==> config.mk <==
export PLATFORM = sky130hd
export DESIGN_NAME = data_beat_serializer_64x16
export DESIGN_NICKNAME = d
export VERILOG_FILES = /design/src/rtl/data_beat_serializer_64x16_pkg.sv /design/src/rtl/data_beat_serializer_64x16_ones_count.sv /design/src/rtl/data_beat_serializer_64x16.sv
export SDC_FILE = /design/constraint.sdc
export NUM_CORES = 1
export LEC_CHECK = 0
export CORE_MARGIN = 2
export CORE_UTILIZATION = 25
export DETAILED_ROUTE_END_ITERATION = 12
export PLACE_DENSITY = 0.54
export REMOVE_ABC_BUFFERS = 1
export SYNTH_ARGS = -nofsm -noshare
export SYNTH_HDL_FRONTEND = slang
export SYNTH_SLANG_ARGS = --single-unit
==> constraint.sdc <==
create_clock -name clk -period 15.5 [get_ports clk]
set_input_delay 3.1 -clock clk [delete_from_list [all_inputs] [get_ports clk]]
set_output_delay 3.1 -clock clk [all_outputs]
set_load 0.01 [all_outputs]
==> src/rtl/data_beat_serializer_64x16_pkg.sv <==
// Shared constants and FSM state encodings for the 64-bit to 4x16-bit beat serializer.
package data_beat_serializer_64x16_pkg;

    localparam int WORD_W  = 16;
    localparam int BEATS   = 4;
    localparam int SUM_W   = 8;
    localparam int FRAME_W = 64;
    localparam int IDX_W   = 2;
    localparam int CNT_W   = 5;

    localparam logic [0:0] IDLE = 1'b0;
    localparam logic [0:0] SEND = 1'b1;

endpackage

==> src/rtl/data_beat_serializer_64x16_ones_count.sv <==
// Combinational population count of one 16-bit beat.
module ones_count_16
    import data_beat_serializer_64x16_pkg::*;
(
    input  logic [WORD_W-1:0] beat,
    output logic [CNT_W-1:0]  count
);

    // Sum the set bits of the beat
    always_comb begin
        count = 5'd0;
        for (int i = 0; i < WORD_W; i++) begin
            count = count + {4'd0, beat[i]};
        end
    end

endmodule

==> src/rtl/data_beat_serializer_64x16.sv <==
// Splits a 64-bit frame into four 16-bit beats and computes the golden weighted
// ones-sum (popcount(beat) << beat_idx) that the downstream accumulator should reach.
module data_beat_serializer_64x16 #(
    parameter int WORD_W = 16,
    parameter int BEATS  = 4,
    parameter int SUM_W  = 8
) (
    input  logic                      clk,
    input  logic                      rst,
    input  logic [BEATS*WORD_W-1:0]   in_data,
    input  logic                      in_valid,
    output logic                      in_ready,
    output logic [WORD_W-1:0]         data_bits,
    output logic                      out_valid,
    output logic [1:0]                beat_idx,
    output logic                      frame_start,
    output logic                      frame_last,
    output logic [SUM_W-1:0]          expected_sum,
    output logic                      expected_valid
);
    import data_beat_serializer_64x16_pkg::*;

    logic [0:0]         state_r;
    logic [FRAME_W-1:0] hold_r;
    logic [SUM_W-1:0]   acc_r;

    logic               accept_s;
    logic               last_beat_s;
    logic [1:0]         next_idx_s;
    logic [WORD_W-1:0]  beat_sel_s;
    logic [CNT_W-1:0]   pop_s;
    logic [SUM_W-1:0]   weighted_s;
    logic [SUM_W-1:0]   acc_sum_s;

    ones_count_16 u_ones_count (
        .beat  (data_bits),
        .count (pop_s)
    );

    // Ready depends only on state and beat index so it never loops back through in_valid
    assign in_ready = (state_r == IDLE) || (beat_idx == 2'd3);

    // Next-beat selection and weighted accumulation of the beat currently on data_bits
    always_comb begin
        accept_s    = in_valid && in_ready;
        last_beat_s = out_valid && (beat_idx == 2'd3);
        next_idx_s  = beat_idx + 2'd1;
        case (next_idx_s)
            2'd1:    beat_sel_s = hold_r[31:16];
            2'd2:    beat_sel_s = hold_r[47:32];
            2'd3:    beat_sel_s = hold_r[63:48];
            default: beat_sel_s = hold_r[15:0];
        endcase
        weighted_s = {3'b000, pop_s} << beat_idx;
        // Beat 0 restarts the sum, so a back-to-back frame never sees the old total
        acc_sum_s  = ((beat_idx == 2'd0) ? 8'd0 : acc_r) + weighted_s;
    end

    // Beat sequencing, holding register and golden-sum registers
    always_ff @(posedge clk or posedge rst) begin
        if (rst) begin
            state_r        <= IDLE;
            hold_r         <= 64'd0;
            acc_r          <= 8'd0;
            data_bits      <= 16'd0;
            out_valid      <= 1'b0;
            beat_idx       <= 2'd0;
            frame_start    <= 1'b0;
            frame_last     <= 1'b0;
            expected_sum   <= 8'd0;
            expected_valid <= 1'b0;
        end else begin
            expected_valid <= 1'b0;
            if (out_valid) begin
                acc_r <= acc_sum_s;
            end
            if (last_beat_s) begin
                expected_sum   <= acc_sum_s;
                expected_valid <= 1'b1;
            end

            if (accept_s) begin
                state_r     <= SEND;
                hold_r      <= in_data;
                data_bits   <= in_data[15:0];
                beat_idx    <= 2'd0;
                out_valid   <= 1'b1;
                frame_start <= 1'b1;
                frame_last  <= 1'b0;
            end else if ((state_r == SEND) && (beat_idx != 2'd3)) begin
                data_bits   <= beat_sel_s;
                beat_idx    <= next_idx_s;
                frame_start <= 1'b0;
                frame_last  <= (next_idx_s == 2'd3);
            end else begin
                // Idle drives a zero beat so the downstream accumulator adds nothing
                state_r     <= IDLE;
                data_bits   <= 16'd0;
                out_valid   <= 1'b0;
                beat_idx    <= 2'd0;
                frame_start <= 1'b0;
                frame_last  <= 1'b0;
            end
        end
    end

endmodule

==> flow_summary.toml, run 1 <==
[status]
status = "complete, no violations"

[global_route]
grt_pass1_vias = 3701
grt-ovfl-total = 0
grt_pass1_wl_um = 18400
grt_max_degree = 87
grt_usage = 0.130
antenna_found_initial = 0

[run]
drv_cap = 0

[drt]
wirelength_um = 11000
via_count = 3450
ant_nets = 0
vias_per_cell = 4.49
drtIter0Drc = 183
drc = 0
wl_per_cell_um = 14.4
drt-pass1-iter-count = 7

[critical_path]
crit_path_end_kind = "flip-flop"
path_max_fanout = 7
max_stage_delay_ns = 0.54
path_cells = "ha_1 -> inv_1 -> fa_1 -> fa_1 -> fa_1 -> fa_1 -> fa_1 -> fa_1 -> nor2b_1 -> o21ai_0 -> or2_2 -> a22oi_1 -> ha_1 -> or4b_1 -> o21ai_0 -> a21oi_1 -> o311ai_1"
path_delay_family = "adder cells"
critical_path_class = "reg2reg"
crit_slowest_cell = "fa_1"
startpoint_type = "flip-flop"
path_common_cell = "fa_1"
cp.required_ns = 15.74
cp.arrival_ns = 5.69
path_buf_inv = 1

[die]
row_count = 47
io_pins = 98
initial_core_util = 0.258
chipHeight_um = 135
die_area_um2 = 18300
die_w_um = 135
core_area_um2 = 16700

[layout]
area_growth_pct = 34.9
layout_commonest_cell = "nand2_1"
drive_gt1_frac = 0.0693
layout.nets = 638
diodes = 0
layout_common_cells = "nand2_1 (167), clkdlybuf4s50_1 (97), dfrtp_1 (86)"

[timing]
worst_slew_pin_slew_ns = 1.09
finalCritPeriodShare = 0.351
fmax_ghz = 0.184
slew_violations = 0
rsz0062_at_grt = "no"
finalSetupTns_ns = 0
fin_crit_ns = 5.44
finalSetupViolations = 0
hold_viol = 0
skew_ns = 0.00378
relSlewSlack = 0.271

[yosys]
avgSynthCellArea_um2 = 9.43
ys_ff_latch = 86
ys_seq_area_frac = 0.500
syn_area_um2 = 4310
ys.flop_type = "dfrtp_1"
synthArstFlopShare = 1.00
synth_edf_count = 0
synth_cell_types = 44
yosysWarnings = 0
syn-instance-count = 457

[clock_network]
clk_pin_slew_ns = 0.06
clockBufferDepth = 2
hold_buffers = 0
htreeDepth = 3
cts-root-buf = "clkbuf_16"
cts_tree = "built"
cts_inserted_buffers = 9
cts.sinks = 86
post_cts_buffers = 0
postCtsResizedCells = 0
insertion_delay_ns = 0.35

[placed_design]
gp_congestion = 0.779
hpwl_um = 7710
port_buffers = 97

[hold_path]
min_path_type = "reg2reg"
-- state kept, by name, summed over array words and instances (netlist names) --
name / cells
acc_r: 8
beat_idx: 2
data_bits: 16
expected_sum: 8
expected_valid: 1
frame_last: 1
frame_start: 1
hold_r: 48
state_r: 1
-- cells in the mapped netlist (2+ instances only) --
| cell | count | area, µm² |
|---|---|---|
| mux2_2 | 10 | 113 |
| nand2_1 | 168 | 631 |
| ha_1 | 17 | 213 |
| nor3b_1 | 2 | 15.0 |
| a31oi_1 | 2 | 12.5 |
| nand2b_1 | 5 | 31.3 |
| nor3_1 | 2 | 10.0 |
| nor2b_1 | 8 | 50.1 |
| dfrtp_1 | 86 | 2150 |
| nand3_1 | 2 | 10.0 |
| a21oi_1 | 6 | 30.0 |
| clkbuf_1 | 8 | 30.0 |
| fa_1 | 11 | 220 |
| o21ai_0 | 22 | 110 |
| inv_1 | 33 | 124 |
| nand3b_1 | 2 | 15.0 |
| nor2_1 | 9 | 33.8 |
| a222oi_1 | 16 | 160 |
| a21o_1 | 2 | 15.0 |
| a22oi_1 | 2 | 15.0 |
| or3_1 | 2 | 12.5 |
| buf_2 | 15 | 75.1 |
| mux2i_1 | 2 | 20.0 |
| xnor2_1 | 5 | 43.8 |
-- final timing paths --
path / slack (ns) / cells past startpoint / startpoint / end
max reg2reg: 10.06 / 17 / data_bits[0] / acc_r[6]
min in group asynchronous: 3.39 / 3 / rst / expected_sum[2]
max: 10.06 / 17 / data_bits[0] / acc_r[6]
min reg2reg: 0.48 / 2 / hold_r[37] / hold_r[37]
min: 0.48 / 2 / hold_r[37] / hold_r[37]
max in group asynchronous: 11.37 / 3 / rst / expected_valid
-- worst register-to-register path, cell delays in order (launching register included) --
cell and delay (ns):
dfrtp_1 0.38, ha_1 0.29, inv_1 0.07, fa_1 0.43
fa_1 0.50, fa_1 0.54, fa_1 0.44, fa_1 0.41
fa_1 0.42, nor2b_1 0.16, o21ai_0 0.12, or2_2 0.29
a22oi_1 0.24, ha_1 0.35, or4b_1 0.49, o21ai_0 0.08
a21oi_1 0.06, o311ai_1 0.07
-- kinds of logic after synthesis --
logic type / after synthesis / share of synthesized area
mux: 12 / 0.0308
flops: 86 / 0.500
compound gates: 60 / 0.0990
xor+xnor: 6 / 0.0122
buf+inv: 58 / 0.0558
simple gates: 207 / 0.202
fa+ha+maj: 28 / 0.100
-- per-stage QoR --
stage	hold WS, ns	std cells	setup slack, ns	area [µm²]	utilization
floorplan	0.445	433	10.18	4200	-
global placement	0.458	752	9.88	5460	0.327
detailed placement	0.462	752	9.81	5460	0.327
CTS	0.479	768	10.04	5810	0.348
global route	0.497	768	9.71	5810	0.348
finish	0.476	768	10.06	5810	0.348
-- final cells by class --
cell class	instances	area (µm²)
Inverter	34	129
Sequential cell	86	2150
Tap cell	220	275
Clock inverter	5	106
Multi-Input combinational cell	313	1920
Clock buffer	11	243
Timing Repair Buffer	99	986
Fill cell	1734	10900
-- routing by layer --
metal  global-route usage  part of all wire  up-vias  wire, µm
met1                0.163              0.45     1670      4920
li1                     -                 -     1664         -
met4               0.0417             0.016        0       178
met2                0.212              0.48      104      5260
met5                    0                 0        -         0
met3               0.0468             0.060       12       667
Power of run 1 is left out: the tool's default activity adds up to more than one toggle a clock period on the data nets, which glitch-free logic cannot reach.
==> run 2, diff against run 1 <==
Clock period 15.5 ns to 5.5 ns, I/O delays scaled along.
==> run 2 against run 1 <==
Against the previous run: setup slack got worse by 9.9 ns; maximum frequency rose by 2.8%; sequential share of layout area fell by 0.14 points; non-clock buffer count rose by 4; final area rose by 0.37%; clock-buffer cell count rose by 1; utilization rose by 0.13 points; final cell count rose by 0.52%.
==> flow_summary.toml, run 2 (synthesis results as in run 1) <==
[status]
status = "complete, no violations"

[drt]
drc = 0
wirelength_um = 11300
via_count = 3417
ant_nets = 0
vias_per_cell = 4.43
wl_per_cell_um = 14.6
drtIter0Drc = 175
drt-pass1-iter-count = 4

[clock_network]
insertion_delay_ns = 0.35
clockBufferDepth = 2
htreeDepth = 3
clk_pin_slew_ns = 0.06
cts_inserted_buffers = 9
hold_buffers = 0
cts_tree = "built"
cts.sinks = 86
cts-root-buf = "clkbuf_16"

[layout]
layout.nets = 642
largest-register = "hold_r"
area_growth_pct = 35.3
fillers = 1735
drive_gt1_frac = 0.0851
layout_commonest_cell = "nand2_1"
diodes = 0
largest_reg_flops = 48
layout_common_cells = "nand2_1 (167), clkdlybuf4s50_1 (97), dfrtp_1 (86)"
design_area_um2 = 5830
reg_top3 = "hold_r (48), data_bits (16)"

[timing]
holdWs_ns = 0.477
hold_viol = 0
finalSetupViolations = 0
slew_violations = 0
finalCritPeriodShare = 0.963
worst_slew_pin_slew_ns = 1.04
relSlewSlack = 0.307
skew_ns = 0.00641
fin_crit_ns = 5.29
fmax_ghz = 0.189

[die]
row_count = 47
initial_core_util = 0.258
die_w_um = 135
chipHeight_um = 135
io_pins = 98
die_area_um2 = 18300
core_area_um2 = 16700

[global_route]
grt_usage = 0.131
grt_max_degree = 66
antenna_found_initial = 0
grt-ovfl-total = 0
grt_pass1_wl_um = 18300
grt_pass1_vias = 3603

[critical_path]
path_max_fanout = 7
path_cells = "ha_1 -> inv_1 -> fa_1 -> fa_1 -> fa_1 -> fa_1 -> fa_2 -> fa_2 -> nor2b_2 -> o21ai_0 -> or2_2 -> a22oi_1 -> ha_1 -> or4b_1 -> o21ai_0 -> a21oi_1 -> o311ai_1"
cp.arrival_ns = 5.54
max_stage_delay_ns = 0.54
critical_path_class = "reg2reg"
path_delay_family = "adder cells"
startpoint_type = "flip-flop"
cp.required_ns = 5.75
path_buf_inv = 1
crit_slowest_cell = "fa_1"
crit_path_end_kind = "flip-flop"
path_common_cell = "fa_1"

[run]
drv_cap = 0

[placed_design]
place_area_um2 = 5460
gp_congestion = 0.828
port_buffers = 97
hpwl_um = 7810

[hold_path]
min_path_type = "reg2reg"
[run 2: worst reg2reg max path, stage by stage, from the launching register on]
cell and delay, ns:
dfrtp_1 0.38, ha_1 0.28, inv_1 0.04, fa_1 0.49, fa_1 0.44, fa_1 0.54
fa_1 0.44, fa_2 0.37, fa_2 0.39, nor2b_2 0.15, o21ai_0 0.11, or2_2 0.29
a22oi_1 0.24, ha_1 0.36, or4b_1 0.49, o21ai_0 0.09, a21oi_1 0.06, o311ai_1 0.07
[run 2: metal layers]
metal / wire length (µm) / global-route usage
met3: 643 / 0.0404
met2: 5360 / 0.212
met1: 5060 / 0.166
met4: 203 / 0.0451
met5: 0 / 0
[run 2: worst paths after layout]
kind / slack [ns] / cells after the start / end / start
setup / recovery: 0.21 / 17 / acc_r[6] / data_bits[0]
hold / removal: 0.48 / 2 / hold_r[33] / hold_r[33]
setup reg to reg: 0.21 / 17 / acc_r[6] / data_bits[0]
hold reg to reg: 0.48 / 2 / hold_r[33] / hold_r[33]
max in group asynchronous: 3.25 / 3 / frame_start / rst
min in group asynchronous: 1.16 / 2 / expected_sum[0] / rst
[run 2: through the flow]
stage | setup WS (ns) | std cells | setup TNS, ns | util
after floorplan | 0.335 | 433 | 0 | -
after global placement | 0.197 | 752 | 0 | 0.327
after detailed placement | 0.0678 | 752 | 0 | 0.327
after CTS | 0.0387 | 768 | 0 | 0.346
after global routing | -0.0148 | 772 | -0.0148 | 0.349
final | 0.205 | 772 | 0 | 0.349
[run 2: cell type report]
class / count / area [µm²] / share of cell area
sequential: 86 / 2150 / 0.369
multi-input combinational: 313 / 1940 / 0.333
timing repair buffer: 103 / 1020 / 0.174
tap: 220 / 275 / 0.0472
clock buffer: 12 / 246 / 0.0423
inverter: 34 / 129 / 0.0221
clock inverter: 4 / 70.1 / 0.0120
[run 2: repair_timing]
item / CTS / global route
endpoints found under the setup margin: 0 / 10
resized for setup: 0 / 7
hold endpoints to repair: 0 / 0
setup buffers: 0 / 4
Power of run 2 is left out for the same reason.
==> run 3, diff against run 2 <==
Settings changed: CORE_MARGIN 2 to unset, HOLD_SLACK_MARGIN set to 0.02.
==> run 3 against run 2 <==
Against the previous run: final cell count is 0.13% higher; routed wire length is 2.2% lower; global-route usage is 0.12 points higher; hold slack worse by 0.0029 ns; flip-flop and latch count stayed put; die area is 2.9% lower; register-to-register slack worse by 0.02 ns; final area is 1.2% higher; non-clock buffer count is 1 higher; sequential share of layout area is 0.45 points lower; highest routed layer unchanged; via count is 0.73% higher; first-iteration DRC count is 13% higher.
==> flow_summary.toml, run 3 (synthesis results as in run 1) <==
[status]
status = "complete, no violations"

[layout]
largest-register = "hold_r"
reg_top3 = "hold_r (48), data_bits (16)"
largest_reg_flops = 48
drive_gt1_frac = 0.105
layout_common_cells = "nand2_1 (166), clkdlybuf4s50_1 (97), dfrtp_1 (86)"
fillers = 1722
area_growth_pct = 37.0
design_area_um2 = 5900
layout_commonest_cell = "nand2_1"
layout.nets = 643
diodes = 0
postLayoutCoreUtil = 0.353

[clock_network]
clockBufferDepth = 2
cts_inserted_buffers = 9
htreeDepth = 3
cts.sinks = 86
clk_pin_slew_ns = 0.06
insertion_delay_ns = 0.34
cts_tree = "built"
cts-root-buf = "clkbuf_16"

[hold_path]
hold_end = "hold_r[17]"
min_path_cells = 2
min_path_type = "reg2reg"
min_from = "hold_r[17]"

[critical_path]
crit_path_end_kind = "flip-flop"
r2r_slack_ns = 0.19
startpoint_type = "flip-flop"
cp.required_ns = 5.72
timing.rr.start = "data_bits[1]"
worstReg2RegEnd = "acc_r[5]"
cp.arrival_ns = 5.53
path_max_fanout = 3
critical_path_class = "reg2reg"
r2r_cells = 18

[timing]
fmax_ghz = 0.188
skew_ns = 0.00499
fin_crit_ns = 5.31
finalCritPeriodShare = 0.966
finalSetupViolations = 0
hold_viol = 0
worst_slew_pin_slew_ns = 1.02
slew_violations = 0
relSlewSlack = 0.318
rsz0062_at_grt = "yes"

[die]
chipHeight_um = 133
io_pins = 98
die_area_um2 = 17800
initial_core_util = 0.258
die_w_um = 133
row_count = 47
core_area_um2 = 16700

[drt]
drtIter0Drc = 198
ant_nets = 0
drc = 0
vias_per_cell = 4.45
drt-pass1-iter-count = 8
wirelength_um = 11000
wl_per_cell_um = 14.3
via_count = 3442

[run]
drv_cap = 0

[global_route]
grt_max_degree = 66
antenna_found_initial = 0
grt_pass1_vias = 3531
grt_usage = 0.132
grt_pass1_wl_um = 17900
grt-ovfl-total = 0

[placed_design]
place_area_um2 = 5460
gp_congestion = 0.851
port_buffers = 97
hpwl_um = 7690
run 3: changes by cell type in the layout (fill, tap and decap cells not counted), sizes merged:
cell and delta:
clkinvlp +1, bufinv -1, buf +1
run 3: worst max path at each step:
stage / from / endpoint / slack [ns]
finish: data_bits[1] / acc_r[5] / 0.19
global route: data_bits[1] / acc_r[5] / -0.04
CTS: data_bits[0] / acc_r[6] / 0.04
detailed placement: data_bits[0] / expected_sum[6] / 0.02
global placement: data_bits[0] / expected_sum[6] / 0.19
floorplan: data_bits[0] / expected_sum[6] / 0.33
run 3: final cells by class:
class	count	area, µm²	area share
Timing Repair Buffer	104	1020	0.173
Clock inverter	4	55.1	0.00933
Multi-Input combinational cell	313	2010	0.341
Tap cell	220	275	0.0466
Sequential cell	86	2150	0.365
Clock buffer	12	256	0.0435
Inverter	34	129	0.0218
run 3: worst max-delay path, cell delays in order (launching register included):
cell and delay, ns:
dfrtp_1 0.39, ha_1 0.29, inv_2 0.04, fa_1 0.52, fa_1 0.43, fa_1 0.47, fa_1 0.51, fa_2 0.40
fa_2 0.56, inv_1 0.04, o21ai_0 0.19, nand2b_1 0.20, inv_1 0.06, ha_1 0.20, a21oi_1 0.19, nand2_2 0.14
a31oi_2 0.20, xnor2_1 0.10, mux2_2 0.27
run 3: timing repair:
item,in CTS,in global routing
pin swaps,0,22
gates resized for setup,1,21
hold buffers,0,0
endpoints found under the hold margin,0,0
setup endpoints to repair,1,8
setup buffers,0,5
run 3: stage by stage:
step	hold slack (ns)	cells	setup TNS [ns]	worst slack (ns)
2_1_floorplan	0.445	433	0	0.335
3_3_place_gp	0.459	752	0	0.188
3_5_place_dp	0.461	752	0	0.0246
4_1_cts	0.478	768	0	0.0435
5_1_grt	0.486	773	-0.135	-0.0443
6_report	0.474	773	0	0.189
run 3: per-layer routing:
| metal | global-route usage | vias to the layer above | part of all wire | wire (µm) |
|---|---|---|---|---|
| li1 | - | 1674 | - | - |
| met4 | 0.0322 | 0 | 0.011 | 121 |
| met2 | 0.215 | 105 | 0.48 | 5300 |
| met3 | 0.0487 | 8 | 0.072 | 794 |
| met1 | 0.165 | 1655 | 0.44 | 4800 |
| met5 | 0 | - | 0 | 0 |
Power of run 3 is left out for the same reason.
